### src/rtl/mips_hazard_ctrl_pkg.sv
// hazard_pkg: shared types for the MIPS hazard/pipeline-control unit.
//   sb_entry_t  - one scoreboard slot (an in-flight instruction, EX..WB)
//   SB_AW       - register-address width stored in the scoreboard
//   FWD_REGFILE - forward-select value meaning "take operand from regfile"
//   clog2       - elaboration-time helper for the FWD_W width check
package hazard_pkg;

  // Scoreboard address fields are stored at a fixed width; the top checks
  // that its REG_AW fits and zero-extends the ID fields on entry.
  localparam int SB_AW       = 8;
  localparam int FWD_REGFILE = 0;

  typedef struct packed {
    logic             valid;
    logic [SB_AW-1:0] dest;
    logic             reg_write;
    logic             mem_read;
    logic [SB_AW-1:0] rs;
    logic [SB_AW-1:0] rt;
    logic             use_rs;
    logic             use_rt;
  } sb_entry_t;

  function automatic int clog2(input int value);
    int r;
    int v;
    r = 0;
    v = value - 1;
    while (v > 0) begin
      r++;
      v = v >> 1;
    end
    return r;
  endfunction

endpackage

### src/rtl/mips_hazard_ctrl_if.sv
// mips_hazard_ctrl_if: ID-stage/redirect inputs and stall/flush/forward
// outputs between the pipeline (master) and the hazard unit (slave).
//   id_*        - decoded fields of the instruction currently in ID
//   redirect_i  - taken branch/jump resolved in EX
//   stall_o, flush_ifid_o, bubble_idex_o, fwd_a_sel_o, fwd_b_sel_o, ex_valid_o
interface mips_hazard_ctrl_if #(
  parameter int REG_AW = 5,
  parameter int FWD_W  = 3
);
  logic              id_valid_i;
  logic [REG_AW-1:0] id_rs_i;
  logic [REG_AW-1:0] id_rt_i;
  logic              id_use_rs_i;
  logic              id_use_rt_i;
  logic [REG_AW-1:0] id_dest_i;
  logic              id_reg_write_i;
  logic              id_mem_read_i;
  logic              redirect_i;
  logic              stall_o;
  logic              flush_ifid_o;
  logic              bubble_idex_o;
  logic [FWD_W-1:0]  fwd_a_sel_o;
  logic [FWD_W-1:0]  fwd_b_sel_o;
  logic              ex_valid_o;

  modport master (
    output id_valid_i, id_rs_i, id_rt_i, id_use_rs_i, id_use_rt_i,
           id_dest_i, id_reg_write_i, id_mem_read_i, redirect_i,
    input  stall_o, flush_ifid_o, bubble_idex_o, fwd_a_sel_o, fwd_b_sel_o,
           ex_valid_o
  );

  modport slave (
    input  id_valid_i, id_rs_i, id_rt_i, id_use_rs_i, id_use_rt_i,
           id_dest_i, id_reg_write_i, id_mem_read_i, redirect_i,
    output stall_o, flush_ifid_o, bubble_idex_o, fwd_a_sel_o, fwd_b_sel_o,
           ex_valid_o
  );
endinterface

### src/rtl/mips_hazard_ctrl_fwd_pick.sv
// hazard_fwd_pick: combinational priority matcher for one EX operand.
//   cons_valid_i/use_i/src_i - the EX consumer and the register it reads
//   prod_wr_i/prod_dest_i    - per-stage "valid & reg_write" and destination
//   sel_o                    - nearest producing stage (1..PIPE_DEPTH-1), or 0
module hazard_fwd_pick
  import hazard_pkg::*;
#(
  parameter int PIPE_DEPTH = 3,
  parameter int FWD_W      = 3
) (
  input  logic                              cons_valid_i,
  input  logic                              use_i,
  input  logic [SB_AW-1:0]                  src_i,
  input  logic [PIPE_DEPTH-1:0]             prod_wr_i,
  input  logic [PIPE_DEPTH-1:0][SB_AW-1:0]  prod_dest_i,
  output logic [FWD_W-1:0]                  sel_o
);

  // Stage 0 is the consumer itself; it is passed in only to keep indices aligned.
  logic unused_stage0;
  assign unused_stage0 = prod_wr_i[0] ^ (^prod_dest_i[0]);

  always_comb begin
    sel_o = FWD_W'(FWD_REGFILE);
    if (cons_valid_i && use_i && src_i != '0) begin
      // Scan oldest to newest so the nearest producer is the last to win.
      for (int k = PIPE_DEPTH - 1; k >= 1; k--) begin
        if (prod_wr_i[k] && prod_dest_i[k] == src_i) sel_o = FWD_W'(k);
      end
    end
  end

endmodule

### src/rtl/mips_hazard_ctrl.sv
// mips_hazard_ctrl: scoreboard-based hazard and pipeline-control unit.
//   clk, reset (async, active-low) - plain ports
//   hz_if (slave)                  - ID fields, redirect, stall/flush/bubble,
//                                    forward selects, ex_valid
// Optional: define HAZ_PERF_CNT_EN to add saturating stall_cnt_o/flush_cnt_o.
module mips_hazard_ctrl
  import hazard_pkg::*;
#(
  parameter int REG_AW           = 5,
  parameter int PIPE_DEPTH       = 3,
  parameter int LOAD_READY_STAGE = 2,
  parameter int FWD_W            = 3
) (
  input  logic               clk,
  input  logic               reset,
  mips_hazard_ctrl_if.slave  hz_if
`ifdef HAZ_PERF_CNT_EN
  ,
  output logic [31:0]        stall_cnt_o,
  output logic [31:0]        flush_cnt_o
`endif
);

  if (PIPE_DEPTH < 2 || PIPE_DEPTH > 6) begin : g_bad_depth
    $error("PIPE_DEPTH must be within 2..6");
  end
  if (LOAD_READY_STAGE < 1 || LOAD_READY_STAGE > PIPE_DEPTH - 1) begin : g_bad_lrs
    $error("LOAD_READY_STAGE must be within 1..PIPE_DEPTH-1");
  end
  if (FWD_W < clog2(PIPE_DEPTH) || REG_AW > SB_AW) begin : g_bad_width
    $error("FWD_W too narrow or REG_AW too wide");
  end

  sb_entry_t sb_q [PIPE_DEPTH];
  sb_entry_t sb_d [PIPE_DEPTH];
  sb_entry_t id_entry;
  logic      hz, stall, redirect;
  logic [FWD_W-1:0]                  fwd_a_sel, fwd_b_sel;
  logic [PIPE_DEPTH-1:0]             prod_wr;
  logic [PIPE_DEPTH-1:0][SB_AW-1:0]  prod_dest;
  logic      fwd_load_early;
  logic      unused_sb;

  assign redirect = hz_if.redirect_i;

  always_comb begin
    id_entry           = '0;
    id_entry.valid     = 1'b1;
    id_entry.dest      = SB_AW'(hz_if.id_dest_i);
    id_entry.reg_write = hz_if.id_reg_write_i;
    id_entry.mem_read  = hz_if.id_mem_read_i;
    id_entry.rs        = SB_AW'(hz_if.id_rs_i);
    id_entry.rt        = SB_AW'(hz_if.id_rt_i);
    id_entry.use_rs    = hz_if.id_use_rs_i;
    id_entry.use_rt    = hz_if.id_use_rt_i;
  end

  // A load at stage k reaches k+1 when the ID instruction enters EX, so it
  // only blocks issue while k+1 is still short of LOAD_READY_STAGE.
  always_comb begin
    hz = 1'b0;
    for (int k = 0; k < LOAD_READY_STAGE - 1; k++) begin
      if (sb_q[k].valid && sb_q[k].mem_read && sb_q[k].reg_write &&
          sb_q[k].dest != '0 &&
          ((id_entry.use_rs && sb_q[k].dest == id_entry.rs) ||
           (id_entry.use_rt && sb_q[k].dest == id_entry.rt)))
        hz = 1'b1;
    end
    hz = hz & hz_if.id_valid_i;
  end

  assign stall = hz & ~redirect;

  always_comb begin
    sb_d[0] = '0;
    if (hz_if.id_valid_i && !stall && !redirect) sb_d[0] = id_entry;
    for (int k = 1; k < PIPE_DEPTH; k++) sb_d[k] = sb_q[k-1];
  end

  always_ff @(posedge clk or negedge reset) begin
    if (!reset) begin
      for (int k = 0; k < PIPE_DEPTH; k++) sb_q[k] <= '0;
    end else begin
      for (int k = 0; k < PIPE_DEPTH; k++) sb_q[k] <= sb_d[k];
    end
  end

  always_comb begin
    unused_sb = 1'b0;
    for (int k = 0; k < PIPE_DEPTH; k++) begin
      prod_wr[k]   = sb_q[k].valid & sb_q[k].reg_write;
      prod_dest[k] = sb_q[k].dest;
      unused_sb    = unused_sb ^ (^sb_q[k]);
    end
  end

  hazard_fwd_pick #(.PIPE_DEPTH(PIPE_DEPTH), .FWD_W(FWD_W)) u_pick_a (
    .cons_valid_i (sb_q[0].valid),
    .use_i        (sb_q[0].use_rs),
    .src_i        (sb_q[0].rs),
    .prod_wr_i    (prod_wr),
    .prod_dest_i  (prod_dest),
    .sel_o        (fwd_a_sel)
  );

  hazard_fwd_pick #(.PIPE_DEPTH(PIPE_DEPTH), .FWD_W(FWD_W)) u_pick_b (
    .cons_valid_i (sb_q[0].valid),
    .use_i        (sb_q[0].use_rt),
    .src_i        (sb_q[0].rt),
    .prod_wr_i    (prod_wr),
    .prod_dest_i  (prod_dest),
    .sel_o        (fwd_b_sel)
  );

  assign hz_if.stall_o       = stall;
  assign hz_if.flush_ifid_o  = redirect;
  assign hz_if.bubble_idex_o = stall | redirect;
  assign hz_if.fwd_a_sel_o   = fwd_a_sel;
  assign hz_if.fwd_b_sel_o   = fwd_b_sel;
  assign hz_if.ex_valid_o    = sb_q[0].valid;

  // A load whose data is not yet available must never be picked as a source.
  always_comb begin
    fwd_load_early = 1'b0;
    for (int k = 1; k < LOAD_READY_STAGE; k++) begin
      if (sb_q[k].mem_read &&
          (fwd_a_sel == FWD_W'(k) || fwd_b_sel == FWD_W'(k)))
        fwd_load_early = 1'b1;
    end
  end

  a_no_early_load_fwd: assert property (@(posedge clk) disable iff (!reset) !fwd_load_early);

`ifdef HAZ_PERF_CNT_EN
  logic [31:0] stall_cnt_q, stall_cnt_d, flush_cnt_q, flush_cnt_d;

  always_comb begin
    stall_cnt_d = stall_cnt_q;
    flush_cnt_d = flush_cnt_q;
    if (stall && stall_cnt_q != '1) stall_cnt_d = stall_cnt_q + 32'd1;
    if (redirect && flush_cnt_q != '1) flush_cnt_d = flush_cnt_q + 32'd1;
  end

  always_ff @(posedge clk or negedge reset) begin
    if (!reset) begin
      stall_cnt_q <= '0;
      flush_cnt_q <= '0;
    end else begin
      stall_cnt_q <= stall_cnt_d;
      flush_cnt_q <= flush_cnt_d;
    end
  end

  assign stall_cnt_o = stall_cnt_q;
  assign flush_cnt_o = flush_cnt_q;
`endif

endmodule
### src/flat_wrapper.sv
// flat-port wrapper written by rule: the top's interface ports become plain ports
module mips_hazard_ctrl_flat import hazard_pkg::*;
#(
  parameter int REG_AW           = 5,
  parameter int PIPE_DEPTH       = 3,
  parameter int LOAD_READY_STAGE = 2,
  parameter int FWD_W            = 3
)
  (clk, reset, hz_if_id_valid_i, hz_if_id_rs_i, hz_if_id_rt_i, hz_if_id_use_rs_i, hz_if_id_use_rt_i, hz_if_id_dest_i, hz_if_id_reg_write_i, hz_if_id_mem_read_i, hz_if_redirect_i, hz_if_stall_o, hz_if_flush_ifid_o, hz_if_bubble_idex_o, hz_if_fwd_a_sel_o, hz_if_fwd_b_sel_o, hz_if_ex_valid_o);
  mips_hazard_ctrl_if #(.REG_AW(REG_AW), .FWD_W(FWD_W)) hz_if_i ();
  input  logic clk;
  input  logic reset;
  input wire logic [$bits(hz_if_i.id_valid_i)-1:0] hz_if_id_valid_i;
  input wire logic [$bits(hz_if_i.id_rs_i)-1:0] hz_if_id_rs_i;
  input wire logic [$bits(hz_if_i.id_rt_i)-1:0] hz_if_id_rt_i;
  input wire logic [$bits(hz_if_i.id_use_rs_i)-1:0] hz_if_id_use_rs_i;
  input wire logic [$bits(hz_if_i.id_use_rt_i)-1:0] hz_if_id_use_rt_i;
  input wire logic [$bits(hz_if_i.id_dest_i)-1:0] hz_if_id_dest_i;
  input wire logic [$bits(hz_if_i.id_reg_write_i)-1:0] hz_if_id_reg_write_i;
  input wire logic [$bits(hz_if_i.id_mem_read_i)-1:0] hz_if_id_mem_read_i;
  input wire logic [$bits(hz_if_i.redirect_i)-1:0] hz_if_redirect_i;
  output wire logic [$bits(hz_if_i.stall_o)-1:0] hz_if_stall_o;
  output wire logic [$bits(hz_if_i.flush_ifid_o)-1:0] hz_if_flush_ifid_o;
  output wire logic [$bits(hz_if_i.bubble_idex_o)-1:0] hz_if_bubble_idex_o;
  output wire logic [$bits(hz_if_i.fwd_a_sel_o)-1:0] hz_if_fwd_a_sel_o;
  output wire logic [$bits(hz_if_i.fwd_b_sel_o)-1:0] hz_if_fwd_b_sel_o;
  output wire logic [$bits(hz_if_i.ex_valid_o)-1:0] hz_if_ex_valid_o;
  assign hz_if_i.id_valid_i = hz_if_id_valid_i;
  assign hz_if_i.id_rs_i = hz_if_id_rs_i;
  assign hz_if_i.id_rt_i = hz_if_id_rt_i;
  assign hz_if_i.id_use_rs_i = hz_if_id_use_rs_i;
  assign hz_if_i.id_use_rt_i = hz_if_id_use_rt_i;
  assign hz_if_i.id_dest_i = hz_if_id_dest_i;
  assign hz_if_i.id_reg_write_i = hz_if_id_reg_write_i;
  assign hz_if_i.id_mem_read_i = hz_if_id_mem_read_i;
  assign hz_if_i.redirect_i = hz_if_redirect_i;
  assign hz_if_stall_o = hz_if_i.stall_o;
  assign hz_if_flush_ifid_o = hz_if_i.flush_ifid_o;
  assign hz_if_bubble_idex_o = hz_if_i.bubble_idex_o;
  assign hz_if_fwd_a_sel_o = hz_if_i.fwd_a_sel_o;
  assign hz_if_fwd_b_sel_o = hz_if_i.fwd_b_sel_o;
  assign hz_if_ex_valid_o = hz_if_i.ex_valid_o;
  mips_hazard_ctrl #(.REG_AW(REG_AW), .PIPE_DEPTH(PIPE_DEPTH), .LOAD_READY_STAGE(LOAD_READY_STAGE), .FWD_W(FWD_W)) u_core (.clk(clk), .reset(reset), .hz_if(hz_if_i));
endmodule
### config.mk
export PLATFORM = sky130hd
export DESIGN_NAME = mips_hazard_ctrl_flat
export DESIGN_NICKNAME = d
export VERILOG_FILES = /design/src/rtl/mips_hazard_ctrl_pkg.sv /design/src/rtl/mips_hazard_ctrl_if.sv /design/src/rtl/mips_hazard_ctrl_fwd_pick.sv /design/src/rtl/mips_hazard_ctrl.sv /design/src/flat_wrapper.sv
export SDC_FILE = /design/constraint.sdc
export NUM_CORES = 1
export LEC_CHECK = 0
export ABC_AREA = 1
export BUFFER_PORTS_ARGS = -buffer_cell sky130_fd_sc_hd__buf_2
export CORE_ASPECT_RATIO = 2
export CORE_UTILIZATION = 42
export DETAILED_ROUTE_END_ITERATION = 16
export GPL_ROUTABILITY_DRIVEN = 0
export GPL_TIMING_DRIVEN = 0
export HOLD_SLACK_MARGIN = 0.05
export SLEW_MARGIN = 10
export SYNTH_ARGS = -nofsm -noshare
export SYNTH_HDL_FRONTEND = slang
export SYNTH_HIERARCHICAL = 1
export SYNTH_SLANG_ARGS = --single-unit
### constraint.sdc
create_clock -name clk -period 2.7 [get_ports clk]
set_input_delay 0.135 -clock clk [delete_from_list [all_inputs] [get_ports clk]]
set_output_delay 0.135 -clock clk [all_outputs]
set_load 0.05 [all_outputs]
==> results.md, run 1 <==
* Setup TNS Final at 0 ns
* ANT nets after route at 0
* WP data arrival at 1.63 ns
* Wire per inst at approximately 9.5 um
* Initial antenna violation count at 0
* Maximum Capacitance Violations at 0
* Final hold slack at 0.05880 ns
* Final hold violations at 0
* Die Span X at 50.70 um
* Synth warn at 6
* Clock Latency Late Sink at 0.28 ns
* All-Layer GR Usage at 0.1921
* Vias at 1795
* Leak at 0.001471 uW
* Io pins at 33
* Final slew viol count at 0
* Unrepaired setup endpoints after global routing: false
* Sequential area share after synthesis at 0.4271
* Synth cell types at 19
* Slew margin rel. at 0.5212
* # setup viols final at 0
* Mapped Cells at 306
* Max IR drop VDD at 0.3753 mV
* Die Area at slightly above 5000 um^2
* Global-route wire length before repair at 6.872 mm
* Met3 Routed Length at 103 um
* Routed length on met1 at approximately 1.5 mm
* First drt pass iteration count at 4
* Clk slew on worst S/H paths at 0.06 ns
* Site row count at 35
* Post-CTS sizing at 0
* Worst Slack Setup Final at 0.9323 ns
* Drt drc at 0
* H-tree level count at 2
* Crit path kind: register to output pin
* Flop2flop setup slack at 1.28 ns
* Core area at between 4000 and 5000 um^2
* Post-CTS Hold Fix Bufs at 7
* Top sig layer: met4
* Initial DRC count at 25
* Largest net degree at the start of global routing at 35
* Final Skew at 0.004684 ns
* Power Dens Cells at 436.4 nW/um^2
* DP HPWL at 3.349 mm
* Worst slew pin tran at 0.7183 ns
* Worst reg-to-reg path cell count at 10
* Met2 Wirelength at approximately 2.5 mm
* Hold depth at 3
* Clock buffer depth at 2
* Outcome: completed
* Vias in the first global route at ~1.6k
* Total Nets Final at 414
* Antenna cells at 0
* Final global-route overflow total at 0
* P&R area growth vs syn at 26.82%
* Final period util at 0.6547
* Post-CTS setup buffers at 0
* Sink Count at 34
* Fmax at ~0.57 GHz
* Initial core utilization at 0.4332
* Hold crit path type: input pin to register
* Die extent in y at 99.39 um
* Worst Path Max Fanout at 4
* Endpoint type of the worst setup path: output pin
* Post-synthesis instance area at 1992 um^2
* Pwr Total at 1102 uW
* I/O Buffers at 30
* CTS tree: yes
* Vias per Instance at approximately 4
* Mapped Avg Cell Area at 6.510 um^2
* Layout cells sized above 1 at 0.1378
* Final wirelength at 4.236 mm
* Pre-CTS setup slack at 1.222 ns
* Clock root cell: clkbuf_8
* CTS Buf Count at 5
* Register bit total from synthesis at 34
* Critical Path Start Type: register
* Required time of the worst setup path at ~2.6 ns
* Tmin final at 1.768 ns
-- where the power goes --
part | switching, uW | internal [uW] | total [uW]
clock | 176 | 205 | 381
combinational | 103 | 67.5 | 171
sequential | 21.1 | 529 | 551
-- per-layer routing --
layer	vias to the layer above	track usage
li1	998	-
met4	0	0.1410
met2	35	0.3826
met3	12	0.01835
met1	750	0.1615
met5	-	0
-- worst paths after layout --
| path | to | start |
|---|---|---|
| hold reg to reg | u_core/sb_q[19] | u_core/sb_d[19] |
| min in group asynchronous | u_core/prod_dest[19] | reset |
| hold / removal | u_core/prod_dest[4] | hz_if_id_dest_i[4] |
| setup / recovery | hz_if_stall_o | u_core/prod_dest[3] |
| setup reg to reg | u_core/hz_if.ex_valid_o | u_core/prod_dest[3] |
| max in group asynchronous | u_core/prod_dest[1] | reset |
-- cell families after synthesis --
logic type / Yosys count / synth area share
other: 3 / 0.005653
AO/OA/AOI/OAI: 10 / 0.03266
AND/OR/NAND/NOR: 180 / 0.3624
buffers and inverters: 75 / 0.1545
flip-flops: 34 / 0.4271
XOR/XNOR: 4 / 0.01759
-- state kept, by name, summed over array words and instances, names as in the netlist --
signal                   flops
u_core/sb_q                  2
u_core/hz_if.ex_valid_o      1
u_core/prod_dest            15
u_core/sb_d                 16
-- cells in the final DEF (no fill, tap or decap) --
cell type      Yosys  layout
nand2_1          109     109
inv_1             66      66
nor2_1            53      53
conb_1             3      44
dfrtp_1           34      34
buf_2              0      30
nand3_1            8       8
dlygate4sd3_1      0       7
clkbuf_8           0       6
nor2_2             4       4
o21ai_1            4       4
xnor2_1            4       4
inv_2              4       4
buf_4              3       3
nand4_1            2       2
buf_6              2       2
o21a_1             2       2
nor3_2             2       2
o211ai_1           2       2
a21boi_1           2       2
clkinv_2           0       1
clkbuf_1           0       1
nand2_2            1       1
nand3_2            1       1
-- cell type report --
class | instances | area [um^2]
inverters | 70 | 262.8
well taps | 55 | 68.82
flip-flops and latches | 34 | 850.8
multi-input cells | 238 | 987.2
clock buffers | 7 | 86.33
clock inverters | 1 | 5.005
repair buffers | 37 | 220.2
plain buffers | 5 | 45.04
fillers | 493 | 2072
-- critical path, cell delays in order (launching register included) --
cell     delay (ns)
dfrtp_1        0.42
inv_1          0.13
nand2_1        0.08
nand2_1        0.05
nor2_1         0.08
nand3_1        0.10
nand2_1        0.10
nand2_2        0.06
nor2_1         0.07
buf_2          0.26
-- Yosys cell counts --
cell | number | area, um^2
nand3_1 | 8 | 40.04
inv_2 | 4 | 15.01
a21boi_1 | 2 | 15.01
o21ai_1 | 4 | 20.02
nand2_1 | 109 | 409.1
nand3_2 | 1 | 10.01
nand2_2 | 1 | 6.260
nor2_1 | 53 | 198.9
nor3_2 | 2 | 20.02
conb_1 | 3 | 11.26
nor2_2 | 4 | 25.02
nand4_1 | 2 | 12.51
xnor2_1 | 4 | 35.03
o211ai_1 | 2 | 15.01
dfrtp_1 | 34 | 850.8
o21a_1 | 2 | 15.01
buf_4 | 3 | 22.52
buf_6 | 2 | 22.52
inv_1 | 66 | 247.7
-- through the flow --
step,std cells,util,cell area [um^2]
2_1_floorplan,347,-,2146
3_3_place_gp,432,0.5143,2365
3_5_place_dp,432,0.5143,2365
4_1_cts,447,0.5494,2526
5_1_grt,447,0.5494,2526
6_report,447,0.5494,2526
(Power assumes the default switching activity.)
==> run 2, diff against run 1 <==
==> constraint.sdc (replaced) <==
create_clock -name clk -period 1.72 [get_ports clk]
set_input_delay 0.086 -clock clk [delete_from_list [all_inputs] [get_ports clk]]
set_output_delay 0.086 -clock clk [all_outputs]
set_load 0.05 [all_outputs]
==> results.md, run 2 (synthesis gave the netlist of run 1 again) <==
* Cell-by-cell trace of the critical path: inv_1 > nand2_1 > nand2_1 > nor2_1 > nand3_1 > nand2_1 > nand2_2 > nand2_1 > buf_4
* Max IR drop VDD at 0.5392 mV (+44%)
* Initial DRC count at 28 (+12%)
* Slew margin rel. at 0.5161 (-0.005068)
* Min-delay src: hz_if_id_valid_i
* Worst Path Max Fanout at 4 (unchanged)
* WP data arrival at 1.56 ns (-0.07 ns)
* Final global-route overflow total at 0 (unchanged)
* # setup viols final at 0 (unchanged)
* Final slew viol count at 0 (unchanged)
* RR Endpoint: u_core/sb_d[31]
* Power Dens Cells at 648.9 nW/um^2 (+49%)
* Required time of the worst setup path at 1.63 ns (-0.94 ns)
* H-tree level count at 2 (unchanged)
* Delay-heaviest family, CP: simple AND/OR/NAND/NOR gates
* Clock Latency Late Sink at 0.28 ns (about the same)
* Layout cells sized above 1 at 0.1527 (+0.01495)
* Worst reg2reg path startpoint: u_core/prod_dest[2]
* Final period util at 0.9553
* Global-route wire length before repair at 7.362 mm (+7.1%)
* Wire per inst at 9.414 um (-0.66%)
* DP HPWL at 3.445 mm (+2.8%)
* CTS Buf Count at 5 (unchanged)
* Initial core utilization at 0.4332 (unchanged)
* Die Span X at 50.70 um (unchanged)
* ANT nets after route at 0 (unchanged)
* All-Layer GR Usage at 0.2034 (+0.01127)
* Die Area at 5039 um^2 (unchanged)
* Slowest-stage cell, CP: dfrtp_1
* Outcome: completed
* Final hold slack at 0.2453 ns (+0.1865 ns)
* Final hold violations at 0 (unchanged)
* Clock buffer depth at 2 (unchanged)
* Antenna cells at 0 (unchanged)
* Worst slew pin tran at 0.7259 ns (+0.007602 ns)
* Worst Slack Setup Final at 0.07686 ns (-0.8554 ns)
* Vias at 1864 (+3.8%)
* Initial antenna violation count at 0 (unchanged)
* Most frequent cells in the layout: 109 x nand2_1, 64 x inv_1, 50 x nor2_1, 44 x conb_1, 33 x dfrtp_1
* Drt drc at 0 (unchanged)
* Maximum Capacitance Violations at 0 (unchanged)
* Tmin final at ~1.6 ns
* CTS tree: yes
* Vias in the first global route at 1865 (+14%)
* First drt pass iteration count at 4 (unchanged)
* Setup TNS Final at 0 ns (unchanged)
* Final wirelength at 4.340 mm (+2.5%)
* Endpoint type of the worst setup path: output pin
* Clock root cell: clkbuf_8
* Sink Count at 34 (unchanged)
* Clk slew on worst S/H paths at 0.06 ns (about the same)
* Total Nets Final at 428 (+3.4%)
* Critical Path Most Common Cell: nand2_1
* Fmax at 0.6086 GHz
* Hold depth at 4 (+1)
* Hold endpoint: u_core/sb_d[39]
* Max FFs per register at 16 (unchanged)
* Critical Path Start Type: register
* Worst setup path start: u_core/prod_dest[2]
* Final Skew at 0.002041 ns (-0.002643 ns)
* Vias per Instance at 4.043 (+0.69%)
* Largest net degree at the start of global routing at 35 (unchanged)
* Flop2flop setup slack at 0.28 ns (-1.00 ns)
* P&R area growth vs syn at 35.36%
* Most common cell after layout, fill and taps aside: nand2_1
* I/O Buffers at 30 (unchanged)
* Pre-CTS setup slack at 0.2561 ns (-0.9663 ns)
* Core area at 4598 um^2 (unchanged)
* Worst reg-to-reg path cell count at 10 (unchanged)
* Leak at 0.001528 uW (+3.9%)
* Worst path max stage delay at 0.43 ns (about the same)
* Worst path buffer plus inverter count at 2 (unchanged)
* Crit path kind: register to output pin
* Io pins at 33 (unchanged)
* Site row count at 35 (unchanged)
* Hold crit path type: input pin to register
* Die extent in y at 99.39 um (unchanged)
==> run 2: cell count changes in the layout (fill, tap and decap cells not counted), sizes merged <==
cell,previous run,this run
clkbuf,7,9
buf,35,34
dlygate4sd3,7,20
==> run 2: area by class of cell <==
class | count | area, um^2
fillers | 459 | 1902
multi-input cells | 238 | 998.5
flip-flops and latches | 34 | 852.1
repair buffers | 51 | 377.9
inverters | 70 | 262.8
clock buffers | 7 | 86.33
well taps | 55 | 68.82
plain buffers | 5 | 45.04
clock inverters | 1 | 5.005
==> run 2: how the worst max path moves through the flow <==
| stage | to | slack [ns] | depth (start not counted) |
|---|---|---|---|
| floorplan | hz_if_fwd_a_sel_o[0] | 0.08 | 4 |
| CTS | hz_if_stall_o | 0.02 | 9 |
| finish | hz_if_bubble_idex_o | 0.08 | 9 |
| global route | hz_if_bubble_idex_o | -0.01 | 9 |
| detailed placement | u_core/sb_d[31] | 0.26 | 10 |
| global placement | hz_if_stall_o | 0.29 | 9 |
==> run 2: power by group <==
part	internal [uW]	switching (uW)	leakage (uW)
sequential	831	33.9	0.000454
clock	322	268	0.0000482
combinational	127	167	0.00103
total	1280	469	0.00153
==> run 2: per-stage QoR <==
stage | util | area (um^2) | instances | total power (uW)
5_1_grt | 0.5864 | 2696 | 461 | 1851
3_3_place_gp | 0.5159 | 2372 | 432 | 1131
6_report | 0.5864 | 2696 | 461 | 1750
4_1_cts | 0.5804 | 2669 | 460 | 1777
2_1_floorplan | - | 2153 | 347 | 1052
3_5_place_dp | 0.5159 | 2372 | 432 | 1135
==> run 2: routing by layer <==
metal	part of all wire	vias up	global-route usage
met2	0.56	43	0.3938
met4	0.092	0	0.1944
met1	0.33	770	0.1633
li1	-	1025	-
met3	0.022	26	0.01529
met5	0	-	0
==> run 2: tightest hold or removal path: stages <==
cell and delay [ns]:
buf_2 0.11, nand3_2 0.10, buf_6 0.15, nor2_2 0.04
==> run 2: repair_timing <==
item	in CTS	in global routing
setup buffers	0	1
setup endpoints to repair	2	5
hold buffers	20	0
gates resized for setup	2	10
gates cloned	0	0
hold endpoints to repair	53	0
